$ cat config.mk
export PLATFORM = sky130hd
export DESIGN_NAME = fec_cc_encoder
export DESIGN_NICKNAME = d
export VERILOG_FILES = /design/src/rtl/wimax_pkg.sv /design/src/rtl/fec_pingpong_buf.sv /design/src/rtl/fec_cc_encoder.sv
export SDC_FILE = /design/constraint.sdc
export NUM_CORES = 1
export LEC_CHECK = 0
export ABC_AREA = 1
export ABC_CLOCK_PERIOD_IN_PS = 1900
export BUFFER_PORTS_ARGS = -buffer_cell sky130_fd_sc_hd__buf_2
export CORE_ASPECT_RATIO = 0.9
export CORE_MARGIN = 2
export CORE_UTILIZATION = 33
export DETAILED_ROUTE_END_ITERATION = 16
export GPL_TIMING_DRIVEN = 0
export PLACE_DENSITY = 0.49
export SLEW_MARGIN = 40
export SYNTH_ARGS = -nofsm -noshare
export SYNTH_HDL_FRONTEND = slang
export SYNTH_SLANG_ARGS = --single-unit
$ cat constraint.sdc
create_clock -name clk -period 1.9 [get_ports clk]
set_input_delay 0.38 -clock clk [delete_from_list [all_inputs] [get_ports clk]]
set_output_delay 0.38 -clock clk [all_outputs]
set_load 0.005 [all_outputs]
$ cat src/rtl/wimax_pkg.sv
// Shared constants and types for the WiMAX transmit FEC path.
// Generator taps are ordered {u, s1, s2, s3, s4, s5, s6}, MSB first.
package wimax_pkg;

    localparam int unsigned BLOCK_LEN = 96;
    localparam logic [6:0]  G1        = 7'o171;
    localparam logic [6:0]  G2        = 7'o133;

    typedef enum logic [1:0] {IDLE, PRELOAD, ENCODE} enc_state_t;

    function automatic logic cc_tap(input logic [6:0] window, input logic [6:0] gen);
        return ^(window & gen);
    endfunction

endpackage

$ cat src/rtl/fec_pingpong_buf.sv
// Two-bank block buffer: serial write into one bank while the other is read out by index.
// A bank becomes full on its last written bit and is released by the reader.
module fec_pingpong_buf #(
    parameter int unsigned BLOCK_LEN = wimax_pkg::BLOCK_LEN,
    parameter int unsigned PTR_W     = 7
) (
    input  logic             clk,
    input  logic             reset_N,
    input  logic             wr_fire,
    input  logic             wr_bit,
    input  logic             rd_release,
    input  logic [PTR_W-1:0] rd_ptr,
    output logic             wr_full,
    output logic             rd_full,
    output logic             rd_bit,
    output logic [5:0]       rd_tail
);

    localparam logic [PTR_W-1:0] LAST_PTR = PTR_W'(BLOCK_LEN - 1);

    logic [BLOCK_LEN-1:0] bank_q [2];
    logic [1:0]           full_q, full_d;
    logic                 wr_bank_q, rd_bank_q;
    logic [PTR_W-1:0]     wr_ptr_q;
    logic                 wr_last;

    assign wr_last = wr_fire && (wr_ptr_q == LAST_PTR);
    assign wr_full = full_q[wr_bank_q];
    assign rd_full = full_q[rd_bank_q];
    assign rd_bit  = bank_q[rd_bank_q][rd_ptr];
    // Tail-biting start state: s1..s6 = b95..b90.
    assign rd_tail = bank_q[rd_bank_q][BLOCK_LEN-1 -: 6];

    // Writer and reader always target different banks, so both updates can land together.
    always_comb begin
        full_d = full_q;
        if (wr_last)    full_d[wr_bank_q] = 1'b1;
        if (rd_release) full_d[rd_bank_q] = 1'b0;
    end

    always_ff @(posedge clk or negedge reset_N) begin
        if (!reset_N) begin
            full_q    <= '0;
            wr_bank_q <= 1'b0;
            rd_bank_q <= 1'b0;
            wr_ptr_q  <= '0;
        end else begin
            full_q <= full_d;
            if (rd_release) rd_bank_q <= ~rd_bank_q;
            if (wr_fire) begin
                if (wr_last) begin
                    wr_ptr_q  <= '0;
                    wr_bank_q <= ~wr_bank_q;
                end else begin
                    wr_ptr_q <= wr_ptr_q + PTR_W'(1);
                end
            end
        end
    end

    always_ff @(posedge clk) begin
        if (wr_fire) bank_q[wr_bank_q][wr_ptr_q] <= wr_bit;
    end

endmodule

$ cat src/rtl/fec_cc_encoder.sv
// Rate-1/2 K=7 tail-biting convolutional encoder (171o/133o) over 96-bit blocks.
// Input bits are buffered per block; each block is encoded once its tail bits are known.
module fec_cc_encoder #(
    parameter int unsigned BLOCK_LEN = wimax_pkg::BLOCK_LEN,
    parameter int unsigned PTR_W     = 7
) (
    input  logic       clk,
    input  logic       reset_N,
    input  logic       en,
    input  logic       valid_in,
    input  logic       data_in,
    output logic       ready_fec,
    input  logic       ready_out,
    output logic       valid_out,
    output logic [1:0] data_out,
    output logic       last_out
);

    import wimax_pkg::*;

    localparam logic [PTR_W-1:0] LAST_PTR = PTR_W'(BLOCK_LEN - 1);

    enc_state_t       state_q;
    logic [PTR_W-1:0] rd_ptr_q;
    logic [5:0]       sr_q;       // [5]=s1 ... [0]=s6
    logic             wr_full, rd_full, rd_bit;
    logic [5:0]       rd_tail;
    logic             accept, advance, rd_release;
    logic             x_bit, y_bit;

    assign ready_fec  = en && !wr_full;
    assign accept     = en && valid_in && ready_fec;
    assign advance    = en && (state_q == ENCODE) && (!valid_out || ready_out);
    assign rd_release = advance && (rd_ptr_q == LAST_PTR);
    assign x_bit      = cc_tap({rd_bit, sr_q}, G1);
    assign y_bit      = cc_tap({rd_bit, sr_q}, G2);

    fec_pingpong_buf #(
        .BLOCK_LEN (BLOCK_LEN),
        .PTR_W     (PTR_W)
    ) u_buf (
        .clk        (clk),
        .reset_N    (reset_N),
        .wr_fire    (accept),
        .wr_bit     (data_in),
        .rd_release (rd_release),
        .rd_ptr     (rd_ptr_q),
        .wr_full    (wr_full),
        .rd_full    (rd_full),
        .rd_bit     (rd_bit),
        .rd_tail    (rd_tail)
    );

    always_ff @(posedge clk or negedge reset_N) begin
        if (!reset_N) begin
            state_q   <= IDLE;
            rd_ptr_q  <= '0;
            sr_q      <= '0;
            valid_out <= 1'b0;
            data_out  <= '0;
            last_out  <= 1'b0;
        end else if (en) begin
            // Drain on consume; overridden below if a new pair is registered.
            if (ready_out) valid_out <= 1'b0;
            unique case (state_q)
                IDLE: begin
                    if (rd_full) state_q <= PRELOAD;
                end
                PRELOAD: begin
                    sr_q     <= rd_tail;
                    rd_ptr_q <= '0;
                    state_q  <= ENCODE;
                end
                ENCODE: begin
                    if (advance) begin
                        data_out  <= {x_bit, y_bit};
                        valid_out <= 1'b1;
                        last_out  <= (rd_ptr_q == LAST_PTR);
                        sr_q      <= {rd_bit, sr_q[5:1]};
                        rd_ptr_q  <= rd_ptr_q + PTR_W'(1);
                        if (rd_ptr_q == LAST_PTR) state_q <= IDLE;
                    end
                end
                default: state_q <= IDLE;
            endcase
        end
    end

endmodule

[Word level (Yosys, flattened, before mapping)]
Memory sizes are Yosys's and may differ from the RTL's.
Cells that the tools add are included.
Word-level totals
  memories kept: 1
  RAM bits: 192
  register bits after elaboration: 30
  word-level logic and storage cells: 81
  output and inout port bits: 5
  bits of input ports: 6
Memories
  u_buf.bank_q: depth 2, width 96, rd ports 1, clocked after memory_dff 0, write ports 1, line fec_pingpong_buf.sv:21  | logic [BLOCK_LEN-1:0] bank_q [2];
Operators by class
  add/sub/neg operators: 2
  muxes and demuxes: 28
  $lt $le $gt $ge: 7
  bitwise gates (word level): 5
  reduce and logical (&&, ||, !) cells: 21
  eq/ne operators: 7
Operators with widths (count)
  2-to-1 mux 96 bit: 1
  < comparator 7 x 8 -> 1 bit, second input constant: 2
  adder 7 x 1 -> 7 bit, second input constant: 2
  equality test 7 bit, second input constant: 2
  2-to-1 mux 7 bit: 2
  one-hot mux 7 bit (2 select lines): 1
  XOR reduction 7 bit: 2
  2-to-1 mux 1 bit: 12
  one-hot mux 6 bit (2 select lines): 1
  logical AND 1 bit: 10
  2-to-1 mux 2 bit: 5
  binary-select mux 1 bit (select 7 bit): 1
  demux 1 bit (select 7 bit): 1
  greater-or-equal comparator 7 x 1 -> 1 bit, second input constant: 1
  2-to-1 mux 6 bit: 1
  one-hot mux 2 bit (3 select lines): 1
  AND reduction 3 bit: 2
  < comparator 1 x 2 -> 1 bit, second input constant: 2
  inequality test 2 bit, second input constant: 2
  AND reduction 4 bit: 1
  bitwise AND 2 bit: 1
  demux 1 bit (select 1 bit): 2
  equality test 2 x 1 -> 1 bit, second input constant: 1
  equality test 2 bit, second input constant: 1
  other kinds (10): 13

[Longest topological paths before layout]
Gate-level depths: netlist of run 1.
  word-level depth: 9
  mapped depth: 18
  mapped depth without buffers: 17

[Modules after synthesis]
A second synthesis of run 1 with hierarchy kept.
Unflattened totals
  cell total of the unflattened synthesis: 1176
  area, all modules: 10626.4 um^2
Modules (own cells, without submodules)
  fec_pingpong_buf: area an instance 9565.4 um^2, instances 1, cells an instance 1039
  fec_cc_encoder: area an instance 1061.0 um^2, instances 1, cells an instance 137

[Worst setup path before layout of run 1]
OpenSTA, ideal clock, no wires.
  kind: register to register
  from: register u_buf.wr_bank_q
  to: memory u_buf.bank_q[1][31], enable pin
  data arrival time: 1.552 ns
  period minus slack after synthesis: 1.864 ns
  slack: 0.036 ns
  data required time: 1.588 ns
  stages on the path, launching flop included: 11
  cells stage by stage: dfrtp_1 buf_2 nand2_1 nand2_1 a21oi_2 nand2_2 clkinv_1 nand2_2 nor2_1 inv_1 nor3_1
On the way
  longest elaborated chain between the ends: 7
RTL lines
  start, declared: line fec_pingpong_buf.sv:23  | logic wr_bank_q, rd_bank_q;
  start signal, assigned: line fec_pingpong_buf.sv:53  | wr_bank_q <= ~wr_bank_q;
  2-to-1 mux 1 bit (not written as such) (2 in series): line fec_pingpong_buf.sv:28  | assign wr_full = full_q[wr_bank_q];
  logical NOT 1 bit: line fec_cc_encoder.sv:31  | assign ready_fec = en && !wr_full;
  logical AND 1 bit: line fec_cc_encoder.sv:31
  via ready_fec: line fec_cc_encoder.sv:12  | output logic ready_fec,
  logical AND 1 bit: line fec_cc_encoder.sv:32  | assign accept = en && valid_in && ready_fec;
  2-to-1 mux 1 bit: line fec_pingpong_buf.sv:62  | if (wr_fire) bank_q[wr_bank_q][wr_ptr_q] <= wr_bit;
  2-to-1 mux 96 bit (not written as such): line fec_pingpong_buf.sv:62
  end, declared: line fec_pingpong_buf.sv:21
The timed path passes the listed nets, and every way through them passes these cells. The select of a mux whose other input is x is not followed.

[Final worst setup path of run 1]
  from: register u_buf.wr_ptr_q[4]
  to: memory u_buf.bank_q[1][52], enable pin
On the way
  longest elaborated chain between the ends: 5
  elaborated cells between the ends (all ways): 6
  those cells by class: order compare (2); mux (3); reduce/logical (1)
RTL lines
  start, declared: line fec_pingpong_buf.sv:24  | logic [PTR_W-1:0] wr_ptr_q;
  start signal, assigned: line fec_pingpong_buf.sv:55  | wr_ptr_q <= wr_ptr_q + PTR_W'(1);
  < comparator 7 x 8 -> 1 bit (not written as such) or greater-or-equal comparator 7 x 1 -> 1 bit (tied branches): line fec_pingpong_buf.sv:62
  logical AND 1 bit (not written as such): line fec_pingpong_buf.sv:62
  2-to-1 mux 1 bit (not written as such): line fec_pingpong_buf.sv:62
  demux 1 bit (select 7 bit) *
  2-to-1 mux 96 bit (not written as such) *: line fec_pingpong_buf.sv:62
Every way passes the cells marked *; elsewhere a longest branch is shown, timed or not.

==> results of run 1 <==
-- flip-flops by register name, summed over array words and instances, names as in the netlist --
| register | cells |
|---|---|
| u_buf.wr_bank_q | 1 |
| sr_q | 6 |
| u_buf.rd_bank_q | 1 |
| u_buf.full_q | 2 |
| u_buf.wr_ptr_q | 7 |
| data_out | 2 |
| u_buf.bank_q | 192 |
| valid_out | 1 |
| state_q | 2 |
| last_out | 1 |
| rd_ptr_q | 7 |
-- tightest hold or removal path: stages --
cell and delay [ns]:
buf_2 0.13, nand2_1 0.10, o21ai_0 0.07
-- cell type report --
cell class | instances | area, sq um
fillers | 2888 | 15800
flip-flops and latches | 222 | 6520
multi-input cells | 823 | 6060
repair buffers | 93 | 995
clock buffers | 33 | 656
plain buffers | 62 | 654
inverters | 97 | 532
well taps | 416 | 520
repair inverters | 7 | 109
clock inverters | 11 | 75.1
-- cells in the final DEF (no fill, tap or decap), drive strengths merged, types with 2 or more instances in the layout --
cell and instances:
xor2 6, nor2 254, and3 2, buf 122, nand3 76, clkbuf 64, dfrtp 30, edfxtp 192
xnor2 3, nor3 64, clkinv 24, inv 88, clkinvlp 2, o21ai 74, or2 4, nand2 308
ha 2, a21oi 17, o211ai 8
-- cell families after synthesis --
kind of cell / after synthesis
XOR/XNOR: 9
adder cells (fa/ha/maj): 2
buffers and inverters: 160
AND/OR/NAND/NOR: 709
AO/OA/AOI/OAI: 103
flip-flops: 222
-- per-stage QoR --
stage	cells	power, uW	instance area [sq um]
after global placement	1631	9650	11300
after global routing	1764	16700	16100
after CTS	1709	15000	13700
final	1764	16100	16100
after floorplan	1205	8100	10700
after detailed placement	1632	9670	11400
-- where the power goes --
part | switching, uW | internal (uW) | leakage (uW)
registers | 244 | 5530 | 0.00210
logic | 3890 | 1920 | 0.00362
clock network | 1960 | 2540 | 0.000355
-- layer usage --
metal	GRT usage	part of all wire	wire, um
met5	0	0	0
met3	0.0384	0.080	3020
met2	0.335	0.46	17500
met1	0.303	0.43	16300
met4	0.0638	0.029	1100
-- repair_timing --
action,CTS,global route
cloned,6,6
endpoints found under the setup margin,213,211
gates resized for setup,377,435
hold endpoints to repair,30,0
setup buffers,27,49
pin swaps,35,91
hold buffers,1,0
-- path summary, 6_finish.rpt --
check / slack, ns / endpoint / start
min in group asynchronous: 0.34 / state_q[0]$_DFFE_PN0P_ / reset_N
max in group asynchronous: 1.22 / u_buf.rd_bank_q$_DFFE_PN0P_ / reset_N
hold / removal: 0.20 / state_q[1]$_DFFE_PN0P_ / en
setup / recovery: -0.22 / u_buf.bank_q[1][52]$_DFFE_PP_ / u_buf.wr_ptr_q[4]$_DFFE_PN0N_
setup reg to reg: -0.22 / u_buf.bank_q[1][52]$_DFFE_PP_ / u_buf.wr_ptr_q[4]$_DFFE_PN0N_
hold reg to reg: 0.48 / data_out[0]$_DFFE_PN0P_ / data_out[0]$_DFFE_PN0P_
==> results.md, run 1 <==
* Routed WL at 37.9 mm
* Worst-Skew Late Latency at 0.54 ns
* Global-route wire length before repair at 53.8 mm
* Inserted Clock Buffers at 25
* Initial antenna violation count at 0
* Slew Viols, Final at 0
* Max-cap violations at 0
* Worst path slowest cell: dfrtp_1
* Max Clk Rate at 472 MHz
* Core area at 32000 sq um
* Die H at 175 um
* Drt first pass iters at 6
* Synthesized Nets at 1213
* Ports at 11
* Combinational family with the most area after synthesis: simple AND/OR/NAND/NOR gates
* Initial core utilization at 0.336
* Worst setup margin at -0.218 ns
* Worst EP arrival at 2.35 ns
* Pre-CTS worst setup slack at -1.20 ns
* Post-synthesis simple-gate area fraction at 0.269
* Post-Syn Area at 10700 sq um
* Share of cells above drive strength 1 at 0.395
* Hold Crit Depth at 3
* Skew final at 0.0298 ns
* Critical Path Start Type: flip-flop
* CP peak stage delay at 0.46 ns
* Register area share after synthesis at 0.606
* Cell breakdown of the critical path: inv_1, nor2_1, inv_1, nor2_4, inv_1, nor3_4
* XOR/XNOR Fraction of Synth Area at 0.00733
* Synth Flop Type: edfxtp_1
* Synth Area in Adders at 0.00233
* Vias in the first global route at 8347
* Pin count of the biggest net entering global routing at 109
* Clk sink count at 222
* Average routed wire per standard cell at 21.5 um
* Share of the synthesized area in the top cell type at 0.537
* Buffer and inverter count on the worst path at 3
* N_diodes at 0
* Worst-path clk slew at 0.06 ns
* Drt via density at 5.13
* FFs w/ async S/R, synth at 0.135
* Routed Antenna Nets at 0
* Top cells by count, synth: 306 x nand2_1, 251 x nor2_1, 192 x edfxtp_1
* Worst R2R Path Depth at 6
* WP depth at 6
* Slew margin rel. at 0.207
* Crit Path Class: reg -> reg
* DR DRC count at 0
* Syn Area/Cell at 8.92 sq um
* Max clock buf depth at 3
* Largest area contributor in the netlist: edfxtp_1
* Yosys reg bits at 222
* Final setup vio count at 178
* PwrDens at 998 nW/um^2
* CTS tree: done
* All-Layer GR Usage at 0.214
* Number of synthesized flops with an enable pin at 192
* Die X at 194 um
* Hold Crit Class: in -> reg
* Post-Synthesis Cells at 1205
* YS warnings at 0
* Leak at 0.00607 uW
* WHS at 0.199 ns
* GPL Wtd Cong at 0.853
* Peak VDD IR at 0.000648 V
* Core Util, Final at 0.504
* Sum Neg Setup Slack at -13.80 ns
* Status: finished with violations
* RSZ-0062 raised after global routing: yes
* Rows at 62
* I/O Buffers at 10
* Vias at 9053
* Cell variety after synth at 34
* Total gr overflow at 0
* Root Driver: clkbuf_16
* Most common cell in the synthesized netlist: nand2_1
* Multiplexer share of the synthesized area at 0
* WP data required at 2.13 ns
* Fin nets at 1339
* Failing checks: setup timing
* CP dominant cell by count: inv_1
* Dominant cells by area after synthesis: edfxtp_1 54%, nand2_1 11%, nor2_1 8.8%, dfrtp_1 7.0%, nand3_1 3.5%
* Crit end category: flip-flop
* Fin crit share at 1.11
* Hpwl dp at 22.3 mm
* H-Tree Depth at 1
* Worst-path maximum fanout at 7
* Final Critical Period at 2.12 ns
* Least-Margin Pin Slew at 1.19 ns
* Area growth, synth to finish at 50.0%
* Largest delay share family, worst path: simple AND/OR/NAND/NOR gates
* Compound-Gate Fraction of Synth Area at 0.0519
* Die Area at 34000 sq um
* Drt initial violations at 871
* Final Hold Fails at 0
No activity file was read; power rests on OpenSTA's default activity.
==> run 2, diff against run 1 <==
--- a/config.mk
+++ b/config.mk
@@ -8,12 +8,14 @@
 export ABC_AREA = 1
 export ABC_CLOCK_PERIOD_IN_PS = 1900
 export BUFFER_PORTS_ARGS = -buffer_cell sky130_fd_sc_hd__buf_2
+export CELL_PAD_IN_SITES_DETAIL_PLACEMENT = 1
+export CELL_PAD_IN_SITES_GLOBAL_PLACEMENT = 1
 export CORE_ASPECT_RATIO = 0.9
 export CORE_MARGIN = 2
 export CORE_UTILIZATION = 33
 export DETAILED_ROUTE_END_ITERATION = 16
 export GPL_TIMING_DRIVEN = 0
-export PLACE_DENSITY = 0.49
+export PLACE_DENSITY = 0.59
 export SLEW_MARGIN = 40
 export SYNTH_ARGS = -nofsm -noshare
 export SYNTH_HDL_FRONTEND = slang
==> results.md, run 2 (synthesized netlist as in run 1, its figures left out) <==
* Initial core utilization at 0.336
* Failing checks: setup timing
* Switching Fraction at 0.375
* Average routed wire per standard cell at 23.8 um
* FF+latch area at 6530 sq um
* P_int at 10100 uW
* Top Registers: u_buf.bank_q: 192 flops, rd_ptr_q: 7 flops, u_buf.wr_ptr_q: 7 flops
* Initial antenna violation count at 1
* Clk network pwr share at 0.304
* Hold Crit Class: in -> reg
* Startpoint of the worst hold path: en
* Sw Pwr at 6070 uW
* Rows at 62
* Final Critical Period at 2.20 ns
* CTS tree: done
* Core area at 32000 sq um
* Final Hold Fails at 0
* Most flop-heavy register: u_buf.bank_q
* Vias at 9101
* Max clock buf depth at 3
* Comb power frac at 0.338
* Crit end category: flip-flop
* Crit Path Class: reg -> reg
* Worst-path maximum fanout at 6
* Max Clk Rate at 456 MHz
* Global-route wire length before repair at 57.6 mm
* Status: finished with violations
* Die X at 194 um
* Worst-Skew Late Latency at 0.55 ns
* Total power at 16200 uW
* Die Area at 34000 sq um
* Routed WL at 41.6 mm
* Worst EP arrival at 2.62 ns
* Critical Path Start Type: flip-flop
* Slew Viols, Final at 0
* Pin count of the biggest net entering global routing at 102
* Routed Antenna Nets at 0
* Worst-path clk slew at 0.06 ns
* Worst setup margin at -0.295 ns
* RSZ-0062 raised after global routing: yes
* GPL Wtd Cong at 0.810
* Max-cap violations at 0
* Part of the power in registers at 0.357
* H-Tree Depth at 1
* DR DRC count at 0
* Final setup vio count at 52
* Leak at 0.00585 uW
* Worst r2r src: u_buf.rd_bank_q$_DFFE_PN0P_
* Sum Neg Setup Slack at -1.89 ns
* Die H at 175 um
* Drt initial violations at 731
* Drt first pass iters at 5
* CP startpoint: u_buf.rd_bank_q$_DFFE_PN0P_
* N_diodes at 0
* Multi-input logic area at 5370 sq um
* All-Layer GR Usage at 0.230
* Inserted Clock Buffers at 27
* Root Driver: clkbuf_16
* Max reg flops at 192
* Vias in the first global route at 8975
* FILL cells at 3474
* Cell breakdown of the critical path: inv_4, buf_12, buf_4, clkbuf_16, nand2_1, nand3_1, a21boi_1, nor2_1, nand2_2, nand3_1, nand3_2, nand3_4, nand2_4, nand2_1, nand3_1, nand2_1
* WP data required at 2.33 ns
* Fin nets at 1323
* I/O Buffers at 10
* Least-Margin Pin Slew at 1.05 ns
* Most common cell after layout, fill and taps aside: nand2_1
* Worst path slowest cell: dfrtp_2
* Slew margin rel. at 0.299
* Area growth, synth to finish at 43.4%
* Share of cells above drive strength 1 at 0.367
* Clk sink count at 222
* PwrDens at 1050 nW/um^2
* Ports at 11
* Total gr overflow at 0
* Fin crit share at 1.16
* Hpwl dp at 24.5 mm
* CP peak stage delay at 0.46 ns
* Peak VDD IR at 0.000830 V
* Drt via density at 5.19
* Most frequent cells in the layout: 225 x nand2_1, 192 x edfxtp_1, 122 x nor2_1
* Skew final at 0.0147 ns
==> run 2: final timing paths <==
check / end / cells after the start / slack, ns
setup / recovery: data_out[0]$_DFFE_PN0P_ / 16 / -0.30
hold / removal: state_q[1]$_DFFE_PN0P_ / 3 / 0.19
setup reg to reg: data_out[0]$_DFFE_PN0P_ / 16 / -0.30
hold reg to reg: last_out$_DFFE_PN0P_ / 2 / 0.48
max in group asynchronous: u_buf.wr_ptr_q[5]$_DFFE_PN0N_ / 2 / 0.94
min in group asynchronous: sr_q[3]$_DFFE_PN0P_ / 2 / 0.44
==> run 2: stage by stage <==
step	area [sq um]	hold WS, ns	worst slack, ns	utilization	instances
floorplan	10700	0.0844	0.0361	-	1205
global placement	11300	0.463	-1.34	0.354	1631
detailed placement	11400	0.461	-1.17	0.356	1632
CTS	13300	0.188	-0.229	0.416	1704
global route	15400	0.235	-0.397	0.482	1752
finish	15400	0.195	-0.295	0.482	1752
==> run 2: what timing repair did <==
action / in CTS / in global routing
hold endpoints to repair: 30 / 0
pin swaps: 15 / 54
gates resized for setup: 236 / 401
setup endpoints to repair: 211 / 196
buffers inserted: 19 / 42
hold buffers: 1 / 0
cloned: 3 / 7
==> run 2: layout make-up <==
cell class,instances,area share
buffer,61,0.0398
clock buffer,42,0.0514
clock inverter,8,0.00300
inverter,97,0.0343
multi-input combinational,823,0.349
sequential,222,0.423
tap,416,0.0338
timing repair buffer,77,0.0601
timing repair inverter,6,0.00552
==> run 2: worst max-delay path: cells and delay by family (launching register included) <==
family          cells  cell delay [ns]
simple gates       11             0.92
compound gates      1             0.17
flops               1             0.46
buf+inv             4             0.53
==> run 2: power groups by stage <==
stage | Clock, uW | Sequential (uW) | Combinational [uW]
after CTS | 4980 | 5760 | 4570
after detailed placement | 0 | 5830 | 3990
after global placement | 0 | 5830 | 3910
after floorplan | 0 | 5780 | 2320
after global routing | 5140 | 5810 | 5910
final | 4930 | 5780 | 5470
==> run 2: per-layer routing <==
metal,global-route usage,up-vias,part of all wire
met2,0.375,252,0.48
met5,0,-,0
met4,0.0742,0,0.028
li1,-,4198,-
met3,0.0373,70,0.063
met1,0.312,4581,0.43
==> run 3, diff against run 2 <==
--- a/config.mk
+++ b/config.mk
@@ -6,7 +6,7 @@
 export NUM_CORES = 1
 export LEC_CHECK = 0
 export ABC_AREA = 1
-export ABC_CLOCK_PERIOD_IN_PS = 1900
+export ABC_CLOCK_PERIOD_IN_PS = 2100
 export BUFFER_PORTS_ARGS = -buffer_cell sky130_fd_sc_hd__buf_2
 export CELL_PAD_IN_SITES_DETAIL_PLACEMENT = 1
 export CELL_PAD_IN_SITES_GLOBAL_PLACEMENT = 1
@@ -15,8 +15,9 @@
 export CORE_UTILIZATION = 33
 export DETAILED_ROUTE_END_ITERATION = 16
 export GPL_TIMING_DRIVEN = 0
-export PLACE_DENSITY = 0.59
+export PLACE_DENSITY = 0.57
 export SLEW_MARGIN = 40
 export SYNTH_ARGS = -nofsm -noshare
 export SYNTH_HDL_FRONTEND = slang
+export SYNTH_HIERARCHICAL = 1
 export SYNTH_SLANG_ARGS = --single-unit
==> constraint.sdc (replaced) <==
create_clock -name clk -period 2.1 [get_ports clk]
set_input_delay 0.42 -clock clk [delete_from_list [all_inputs] [get_ports clk]]
set_output_delay 0.42 -clock clk [all_outputs]
set_load 0.005 [all_outputs]
==> results.md, run 3 <==
* Final Critical Period at 2.43 ns
* WP data required at 2.53 ns
* Rows at 62
* Routed WL at 38.3 mm
* Least-Margin Pin Slew at 0.836 ns
* Final Hold Fails at 0
* Crit end category: flip-flop
* Total gr overflow at 0
* Worst-Skew Late Latency at 0.56 ns
* DR WL met2 at 18.2 mm
* Slew margin rel. at 0.442
* Top cells by count, synth: 325 x nand2_1, 260 x nor2_1, 192 x edfxtp_1
* RSZ-0062 raised after global routing: yes
* Fin crit share at 1.16
* FILL cells at 3577
* Top Registers: u_buf/bank_q: 192 flops, rd_ptr_q: 7 flops, u_buf/wr_ptr_q: 7 flops
* Area growth, synth to finish at 32.2%
* Inserted Clock Buffers at 26
* Core area at 31800 sq um
* Yosys reg bits at 222
* Most frequent cells in the layout: 256 x nand2_1, 192 x edfxtp_1, 186 x nor2_1
* Root Driver: clkbuf_16
* Drt first pass iters at 4
* Initial antenna violation count at 0
* Clk sink count at 222
* CTS tree: done
* Sum Neg Setup Slack at -0.869 ns
* Synthesized Nets at 1184
* GPL Wtd Cong at 0.830
* N_diodes at 0
* Most flop-heavy register: u_buf/bank_q
* Max-cap violations at 0
* Average routed wire per standard cell at 22.7 um
* DR top layer: met4
* Post-Synthesis Cells at 1176
* Leak at 0.00550 uW
* Status: finished with violations
* Max clock buf depth at 3
* Die Area at 33700 sq um
* Skew final at 0.0205 ns
* Routed Antenna Nets at 0
* Worst-path clk slew at 0.06 ns
* Hold Crit Class: in -> reg
* Share of the synthesized area in the top cell type at 0.543
* Most common cell in the synthesized netlist: nand2_1
* Post-Syn Area at 10600 sq um
* Failing checks: setup timing
* All-Layer GR Usage at 0.230
* Pre-CTS worst setup slack at -1.13 ns
* FFs w/ async S/R, synth at 0.135
* Crit Path Class: reg -> reg
* Number of synthesized flops with an enable pin at 192
* Slew Viols, Final at 0
* Register area share after synthesis at 0.613
* Vias at 8855
* DR DRC count at 0
* Fin nets at 1266
* Max Clk Rate at 411 MHz
* Drt initial violations at 555
* Die X at 193 um
* Metal3 WL at 1.41 mm
* YS warnings at 6
* Share of cells above drive strength 1 at 0.283
* WHS at 0.196 ns
* FF-to-FF setup slack at -0.33 ns
* H-Tree Depth at 1
* Syn Area/Cell at 9.04 sq um
* Worst-path maximum fanout at 6
* Worst setup margin at -0.331 ns
* Worst EP arrival at 2.86 ns
* PwrDens at 925 nW/um^2
* Die H at 174 um
* Pin count of the biggest net entering global routing at 102
* Synth Flop Type: edfxtp_1
* Most common cell after layout, fill and taps aside: nand2_1
* Drt via density at 5.24
* Dominant cells by area after synthesis: edfxtp_1 54%, nand2_1 11%, nor2_1 9.2%, nand3_1 7.2%, dfrtp_1 7.1%
* Hpwl dp at 23.5 mm
* Largest area contributor in the netlist: edfxtp_1
* Vias in the first global route at 9064
* Peak VDD IR at 0.000624 V
* Ports at 11
* Initial core utilization at 0.334
* Max reg flops at 192
* I/O Buffers at 10
* Final setup vio count at 4
* DRT met1 WL at 17.8 mm
* Critical Path Start Type: flip-flop
* Global-route wire length before repair at 56.7 mm
* Cell variety after synth at 34
-- run 3: worst paths after layout --
| check | start | to | cells past startpoint |
|---|---|---|---|
| worst min-delay path | en | state_q[0]$_DFFE_PN0P_ | 2 |
| max in group asynchronous | reset_N | u_buf/rd_bank_q$_DFFE_PN0P_ | 2 |
| min in group asynchronous | reset_N | sr_q[4]$_DFFE_PN0P_ | 2 |
| worst max-delay path | u_buf/rd_bank_q$_DFFE_PN0P_ | data_out[1]$_DFFE_PN0P_ | 19 |
| worst min register to register | data_out[0]$_DFFE_PN0P_ | data_out[0]$_DFFE_PN0P_ | 2 |
| worst max register to register | u_buf/rd_bank_q$_DFFE_PN0P_ | data_out[1]$_DFFE_PN0P_ | 19 |
-- run 3: critical path, cell delays in order (launching register included) --
cell      delay, ns
dfrtp_2        0.45
inv_4          0.09
buf_12         0.14
buf_12         0.14
buf_12         0.14
nand2_4        0.04
nand3_2        0.05
nand3_2        0.07
nand3_2        0.10
nand2_2        0.09
nand2_2        0.09
nand3_4        0.10
nand3b_1       0.12
nand3_2        0.10
nand2_4        0.10
nand2_2        0.10
nand3_4        0.11
nand3_1        0.11
nand3_2        0.09
nand2_1        0.05
-- run 3: logic make-up (layout without fill, tap and decap cells) --
family | Yosys count | count (layout) | share of synthesized area
xor+xnor | 4 | 4 | 0.00330
simple gates | 761 | 761 | 0.297
buf+inv | 115 | 213 | 0.0460
flops | 222 | 222 | 0.613
compound gates | 72 | 72 | 0.0383
fa+ha+maj | 2 | 2 | 0.00235
-- run 3: power by group --
part	internal, uW	switching, uW
clock network	2590	1850
logic	1200	2280
registers	4910	179
total	8690	4300
-- run 3: metrics by stage --
| step | total power [uW] | util | instances | instance area, sq um |
|---|---|---|---|---|
| after detailed placement | 7670 | 0.358 | 1606 | 11400 |
| final | 13000 | 0.442 | 1690 | 14100 |
| after global placement | 7640 | 0.355 | 1602 | 11300 |
| after global routing | 13500 | 0.442 | 1690 | 14100 |
| after floorplan | 6510 | - | 1176 | 10700 |
| after CTS | 12800 | 0.414 | 1679 | 13200 |
-- run 3: timing repair --
action	CTS	global route
buffers inserted	28	14
pin swaps	21	69
setup endpoints to repair	205	192
hold endpoints to repair	30	0
cloned	2	1
resized for setup	166	239
hold buffers	1	0
-- run 3: layout make-up --
| cell class | instances | area (sq um) | area share |
|---|---|---|---|
| clock inverters | 9 | 115 | 0.00819 |
| multi-input cells | 839 | 4650 | 0.331 |
| clock buffers | 35 | 704 | 0.0501 |
| flip-flops and latches | 222 | 6520 | 0.464 |
| well taps | 416 | 520 | 0.0370 |
| plain buffers | 58 | 631 | 0.0449 |
| repair buffers | 59 | 676 | 0.0481 |
| inverters | 52 | 231 | 0.0165 |
-- run 3: per-layer routing --
layer  up-vias  track usage
li1       4085            -
met1      4551        0.326
met2       161        0.376
met3        58       0.0273
met4         0       0.0543
met5         -            0
